File: config.mk
export PLATFORM = sky130hd
export DESIGN_NAME = conv_sequencer_flat
export DESIGN_NICKNAME = d
export VERILOG_FILES = /design/src/rtl/conv_pkg.sv /design/src/rtl/conv_sequencer_if.sv /design/src/rtl/conv_addr_gen.sv /design/src/rtl/conv_sequencer.sv /design/src/flat_wrapper.sv
export SDC_FILE = /design/constraint.sdc
export NUM_CORES = 1
export LEC_CHECK = 0
export ABC_AREA = 0
export CORE_ASPECT_RATIO = 0.5
export CORE_MARGIN = 2
export CORE_UTILIZATION = 50
export CTS_BUF_LIST = sky130_fd_sc_hd__clkbuf_16
export DETAILED_ROUTE_END_ITERATION = 8
export HOLD_SLACK_MARGIN = 0.15
export PLACE_DENSITY_LB_ADDON = 0.12
export SLEW_MARGIN = 15
export SYNTH_ARGS = -nofsm -noshare
export SYNTH_HDL_FRONTEND = slang
export SYNTH_SLANG_ARGS = --single-unit
File: constraint.sdc
create_clock -name clk -period 3.9 [get_ports clk]
set_input_delay 0.585 -clock clk [delete_from_list [all_inputs] [get_ports clk]]
set_output_delay 0.585 -clock clk [all_outputs]
set_load 0.01 [all_outputs]
File: src/rtl/conv_pkg.sv
// rtl/conv_pkg.sv - shared types, default parameters and size helpers for the convolution sequencer
package conv_pkg;

    localparam int LENX_DEF  = 64;
    localparam int LENF_DEF  = 33;
    localparam int P_DEF     = 4;
    localparam int ADDRX_DEF = 6;
    localparam int ADDRF_DEF = 6;

    typedef enum logic [2:0] {
        S_IDLE,
        S_CLEAR,
        S_MAC,
        S_DRAIN,
        S_WRITE
    } seq_state_e;

    function automatic int conv_size(input int lenx, input int lenf);
        return lenx - lenf + 1;
    endfunction

    function automatic int conv_ngroup(input int lenx, input int lenf, input int p);
        return (conv_size(lenx, lenf) + p - 1) / p;
    endfunction

endpackage

File: src/rtl/conv_sequencer_if.sv
// rtl/conv_sequencer_if.sv - buffer handshake and MAC control bundle of the convolution sequencer
interface conv_sequencer_if import conv_pkg::*; #(
    parameter int P     = P_DEF,
    parameter int ADDRX = ADDRX_DEF,
    parameter int ADDRF = ADDRF_DEF
);
    logic                    x_ready;
    logic                    y_space;
    logic [P-1:0][ADDRX-1:0] addr_x;
    logic [ADDRF-1:0]        addr_f;
    logic                    en_acc;
    logic                    clr_acc;
    logic                    y_wr_en;
    logic [ADDRX-1:0]        y_wr_addr;
    logic [P-1:0]            lane_valid;
    logic                    x_release;
    logic                    busy;

    modport master (
        input  x_ready, y_space,
        output addr_x, addr_f, en_acc, clr_acc, y_wr_en, y_wr_addr, lane_valid, x_release, busy
    );

    modport slave (
        output x_ready, y_space,
        input  addr_x, addr_f, en_acc, clr_acc, y_wr_en, y_wr_addr, lane_valid, x_release, busy
    );
endinterface

File: src/rtl/conv_addr_gen.sv
// rtl/conv_addr_gen.sv - per-lane x/filter address generation with clamping of lanes past the output size
module conv_addr_gen import conv_pkg::*; #(
    parameter int LENX  = LENX_DEF,
    parameter int LENF  = LENF_DEF,
    parameter int P     = P_DEF,
    parameter int ADDRX = ADDRX_DEF,
    parameter int ADDRF = ADDRF_DEF
) (
    input  logic [ADDRX:0]            base_i,
    input  logic [ADDRX:0]            k_i,
    output logic [P-1:0][ADDRX-1:0]   addr_x_o,
    output logic [ADDRF-1:0]          addr_f_o,
    output logic [P-1:0]              lane_valid_o
);
    localparam int              AW     = ADDRX + 1;
    localparam logic [AW-1:0]   SIZE_W = AW'(conv_size(LENX, LENF));
    localparam logic [ADDRX-1:0] LAST_X = ADDRX'(LENX - 1);

    // Lanes beyond the output size park on the last sample so they never read past the buffer.
    for (genvar i = 0; i < P; i++) begin : g_lane
        logic [AW-1:0] lane_base;
        logic [AW-1:0] lane_addr;
        assign lane_base       = base_i + AW'(i);
        assign lane_addr       = lane_base + k_i;
        assign lane_valid_o[i] = (lane_base < SIZE_W);
        assign addr_x_o[i]     = lane_valid_o[i] ? lane_addr[ADDRX-1:0] : LAST_X;
    end

    assign addr_f_o = ADDRF'(k_i);

endmodule

File: src/rtl/conv_sequencer.sv
// rtl/conv_sequencer.sv - sequences P-lane MAC passes over an x vector, one output group at a time
module conv_sequencer import conv_pkg::*; #(
    parameter int LENX  = LENX_DEF,
    parameter int LENF  = LENF_DEF,
    parameter int P     = P_DEF,
    parameter int ADDRX = ADDRX_DEF,
    parameter int ADDRF = ADDRF_DEF
) (
    input  logic              clk,
    input  logic              reset,
    conv_sequencer_if.master  bus
);
    localparam int            AW     = ADDRX + 1;
    localparam logic [AW-1:0] SIZE_W = AW'(conv_size(LENX, LENF));
    localparam logic [AW-1:0] P_W    = AW'(P);
    localparam logic [AW-1:0] LAST_K = AW'(LENF - 1);

    seq_state_e              state_q, state_d;
    logic [AW-1:0]           base_q, base_d;
    logic [AW-1:0]           k_q, k_d;
    logic [P-1:0][ADDRX-1:0] addr_x_q, addr_x_nxt;
    logic [ADDRF-1:0]        addr_f_q, addr_f_nxt;
    logic [P-1:0]            lane_mask;
    logic                    en_acc_q;
    logic                    clr_acc_q;
    logic                    write_go;
    logic                    last_group;

    // base only moves on a write, so base_q is stable whenever the next state is MAC.
    conv_addr_gen #(
        .LENX  (LENX),
        .LENF  (LENF),
        .P     (P),
        .ADDRX (ADDRX),
        .ADDRF (ADDRF)
    ) u_addr_gen (
        .base_i       (base_q),
        .k_i          (k_d),
        .addr_x_o     (addr_x_nxt),
        .addr_f_o     (addr_f_nxt),
        .lane_valid_o (lane_mask)
    );

    always_comb begin
        state_d    = state_q;
        base_d     = base_q;
        k_d        = k_q;
        write_go   = 1'b0;
        last_group = 1'b0;
        case (state_q)
            S_IDLE: begin
                if (bus.x_ready) begin
                    state_d = S_CLEAR;
                    base_d  = '0;
                end
            end
            S_CLEAR: begin
                k_d     = '0;
                state_d = S_MAC;
            end
            S_MAC: begin
                if (k_q == LAST_K) begin
                    state_d = S_DRAIN;
                end else begin
                    k_d = k_q + AW'(1);
                end
            end
            S_DRAIN: state_d = S_WRITE;
            S_WRITE: begin
                // A reset in this cycle must not leak a write or release.
                if (bus.y_space && !reset) begin
                    write_go   = 1'b1;
                    base_d     = base_q + P_W;
                    last_group = (base_d >= SIZE_W);
                    state_d    = last_group ? S_IDLE : S_CLEAR;
                end
            end
            default: state_d = S_IDLE;
        endcase
    end

    always_ff @(posedge clk) begin
        if (reset) begin
            state_q   <= S_IDLE;
            base_q    <= '0;
            k_q       <= '0;
            addr_x_q  <= '0;
            addr_f_q  <= '0;
            en_acc_q  <= 1'b0;
            clr_acc_q <= 1'b1;
        end else begin
            state_q <= state_d;
            base_q  <= base_d;
            k_q     <= k_d;
            if (state_d == S_MAC) begin
                addr_x_q <= addr_x_nxt;
                addr_f_q <= addr_f_nxt;
            end
            // Read data lands one cycle after the address, so accumulate one cycle late.
            en_acc_q  <= (state_q == S_MAC);
            clr_acc_q <= (state_d == S_CLEAR);
        end
    end

    assign bus.addr_x     = addr_x_q;
    assign bus.addr_f     = addr_f_q;
    assign bus.en_acc     = en_acc_q;
    assign bus.clr_acc    = clr_acc_q;
    assign bus.y_wr_en    = write_go;
    assign bus.y_wr_addr  = write_go ? base_q[ADDRX-1:0] : '0;
    assign bus.lane_valid = write_go ? lane_mask : '0;
    assign bus.x_release  = write_go & last_group;
    assign bus.busy       = (state_q != S_IDLE);

endmodule
File: src/flat_wrapper.sv
// flat-port wrapper written by rule: the top's interface ports become plain ports
module conv_sequencer_flat import conv_pkg::*;
#(
    parameter int LENX  = LENX_DEF,
    parameter int LENF  = LENF_DEF,
    parameter int P     = P_DEF,
    parameter int ADDRX = ADDRX_DEF,
    parameter int ADDRF = ADDRF_DEF
)
  (clk, reset, bus_x_ready, bus_y_space, bus_addr_x, bus_addr_f, bus_en_acc, bus_clr_acc, bus_y_wr_en, bus_y_wr_addr, bus_lane_valid, bus_x_release, bus_busy);
  conv_sequencer_if #(.P(P), .ADDRX(ADDRX), .ADDRF(ADDRF)) bus_i ();
  input  logic clk;
  input  logic reset;
  input wire logic [$bits(bus_i.x_ready)-1:0] bus_x_ready;
  input wire logic [$bits(bus_i.y_space)-1:0] bus_y_space;
  output wire logic [$bits(bus_i.addr_x)-1:0] bus_addr_x;
  output wire logic [$bits(bus_i.addr_f)-1:0] bus_addr_f;
  output wire logic [$bits(bus_i.en_acc)-1:0] bus_en_acc;
  output wire logic [$bits(bus_i.clr_acc)-1:0] bus_clr_acc;
  output wire logic [$bits(bus_i.y_wr_en)-1:0] bus_y_wr_en;
  output wire logic [$bits(bus_i.y_wr_addr)-1:0] bus_y_wr_addr;
  output wire logic [$bits(bus_i.lane_valid)-1:0] bus_lane_valid;
  output wire logic [$bits(bus_i.x_release)-1:0] bus_x_release;
  output wire logic [$bits(bus_i.busy)-1:0] bus_busy;
  assign bus_i.x_ready = bus_x_ready;
  assign bus_i.y_space = bus_y_space;
  assign bus_addr_x = bus_i.addr_x;
  assign bus_addr_f = bus_i.addr_f;
  assign bus_en_acc = bus_i.en_acc;
  assign bus_clr_acc = bus_i.clr_acc;
  assign bus_y_wr_en = bus_i.y_wr_en;
  assign bus_y_wr_addr = bus_i.y_wr_addr;
  assign bus_lane_valid = bus_i.lane_valid;
  assign bus_x_release = bus_i.x_release;
  assign bus_busy = bus_i.busy;
  conv_sequencer #(.LENX(LENX), .LENF(LENF), .P(P), .ADDRX(ADDRX), .ADDRF(ADDRF)) u_core (.clk(clk), .reset(reset), .bus(bus_i));
endmodule
==> results.cfg <==
[timing]
worst_pin_slew_ns = 0.857
setup_violations = 0
fmax_mhz = 282
finalCriticalPeriod_ns = 3.55
rsz0062_at_grt = false
finalClockSkew_ns = 0.00526
finalHoldViolations = 0
whs_ns = 0.464
drv_slew = 0
fin_crit_sh = 0.911
fin_tns_setup_ns = 0
relSlewSlack = 0.429

[place]
dpl.cell_count = 416
gp_congestion = 0.913
post-dp-hpwl_um = 4880
portBuffers = 46

[clock_tree]
ctsRootBufferMaster = clkbuf_16
cts_sinks = 47
cts_htree_levels = 2
cts_resized = 0
cts_hold_buf = 0
cts_buffer_depth = 2
cts_setup_buffers = 0
numCtsBuffers = 5
worstSkewPairLatency_ns = 0.29
cts_tree = yes
cts.clk_slew.worst_paths_ns = 0.07

[synthesis]
ys_ff_latch = 47
synth_top_area_share = 0.355
syn_area_um2 = 2650
synth_cells = 313
seq_area_frac_synth = 0.355
synth_ff_type = dfxtp_1
async_reset_ff_frac = 0
yosysUniqueCellTypes = 59
synth.avg_cell_area_um2 = 8.47
yosys_warnings = 0
yosysTopAreaCell = dfxtp_1
netlist_top_cells_area = dfxtp_1 36%, ha_1 7.6%, nor2_1 6.8%, a21oi_1 3.8%, xnor2_1 3.0%
synth_edf_count = 0

[cells_and_area]
instances_no_fill = 424
antennaDiodeCount = 0
postLayoutCoreUtil = 0.655
areaGrowthSynthToFinish_pct = 24.2
nets = 373
drive_gt1_frac = 0.0989

[setup_path]
reg2reg_setup_slack_ns = 0.35
required_ns = 4.11
worstRegToRegCells = 14
cp-start-kind = register
endpoint_kind = register
path_class = register to register
crit_arrival_ns = 3.76
critPathMaxFanout = 8

[floorplanning]
start_util = 0.528
io_pins = 49
rows = 18
die_w_um = 107
core-area_um2 = 5020
die_y_um = 55.5
dieArea_um2 = 5930

[drt]
ant_nets = 0
dr.pass1.iters = 6
wl_per_cell_um = 15.5
drt-total-wl_um = 6560
viasPerCell = 5.67
via_count = 2406
first_iter_violations = 136
drc = 0

[status]
status = finished clean

[global_routing]
use_met3 = 0.0649
use_met2 = 0.335
grt_overflow = 0
grt_max_degree = 46
grt-busiest-layer = met1
grt_pass1_wl_um = 10900
use_met1 = 0.340
grt_usage = 0.230
grt_pass1_vias = 2160
antenna_found_initial = 0

[flow_run]
cap_violations = 0

[pwr]
p_per_area_nw_per_um2 = 390
vdd_drop_max_mv = 0.257
p_leak_uw = 0.00130

[hold_path]
hold_class = register to register
holdPathStages = 2
[per-stage QoR]
step | power (µW) | setup slack, ns | area [µm²]
after global routing | 1350 | 0.0686 | 3290
after CTS | 1290 | 0.383 | 3290
after floorplan | 742 | 0.810 | 2660
final | 1280 | 0.348 | 3290
after global placement | 876 | 0.528 | 3150
after detailed placement | 880 | 0.418 | 3150
[critical path, cell delays in order, from the launching register on]
cell and delay (ns):
dfxtp_1 0.40, inv_1 0.12, ha_1 0.16, or2b_2 0.35
o21ai_2 0.35, o21ai_0 0.13, a21oi_1 0.27, inv_1 0.13
ha_1 0.50, and2_1 0.19, nand4_1 0.10, o2111ai_1 0.20
a41oi_1 0.18, xnor2_1 0.16, a211oi_1 0.25
[cell usage after synthesis (6+ instances only)]
library cell  count
nand2_1          12
nor2_1           48
xnor2_1           9
dfxtp_1          47
a311oi_1          7
and2_1            7
a211oi_1          8
inv_1             9
nor3_1            9
a21oi_1          20
o21ai_0          13
ha_1             16
o21a_1            6
clkbuf_1         10
xor2_1            8
[power by group]
part | internal [µW] | switching [µW]
Clock | 234 | 179
Combinational | 148 | 160
Sequential | 531 | 31.2
Total | 913 | 370
[state kept, by name (all words and copies together) (netlist names)]
register,cells
u_core.bus.addr_x,24
u_core.state_q,3
u_core.k_q,7
u_core.bus.clr_acc,1
u_core.bus.en_acc,1
u_core.bus.addr_f,6
u_core.base_q,5
[cells by family after synthesis]
family                   Yosys count  synth area share
AND/OR/NAND/NOR                  111             0.218
flip-flops                        47             0.355
AO/OA/AOI/OAI                     88             0.239
buffers and inverters             32            0.0534
adder cells (fa/ha/maj)           16            0.0755
XOR/XNOR                          17            0.0562
other                              2           0.00283
[worst paths after layout]
kind | start | end
hold reg to reg | u_core.bus.addr_f[1]$_SDFFE_PP0N_ | u_core.bus.addr_f[1]$_SDFFE_PP0N_
hold / removal | u_core.bus.addr_f[1]$_SDFFE_PP0N_ | u_core.bus.addr_f[1]$_SDFFE_PP0N_
setup reg to reg | u_core.k_q[0]$_SDFF_PP0_ | u_core.bus.addr_x[17]$_SDFFE_PP0N_
setup / recovery | u_core.k_q[0]$_SDFF_PP0_ | u_core.bus.addr_x[17]$_SDFFE_PP0N_
[layout by cell type, fill, tap and decap left out, types with 6 or more instances in the layout]
cell type and instances:
a211oi_1 8, a21oi_1 19, a311oi_1 7, and2_1 7, clkdlybuf4s50_1 46, dfxtp_1 47, ha_1 16, inv_1 10
nand2_1 12, nor2_1 48, nor3_1 9, o21a_1 6, o21ai_0 13, xnor2_1 9, xor2_1 8
[layer usage]
layer	part of all wire	routed length, µm
met1	0.51	3320
met2	0.41	2720
met3	0.068	449
met4	0.011	69
met5	0	0
[area by class of cell]
cell class                      count  area [µm²]
Clock inverter                      3        16.3
Sequential cell                    47         941
Multi-Input combinational cell    237        1580
Fill cell                         444        1730
Inverter                           11        41.3
Clock buffer                        5         125
Timing Repair Buffer               51         498
Tap cell                           70        87.6
Power figures use the tool's default switching activity.
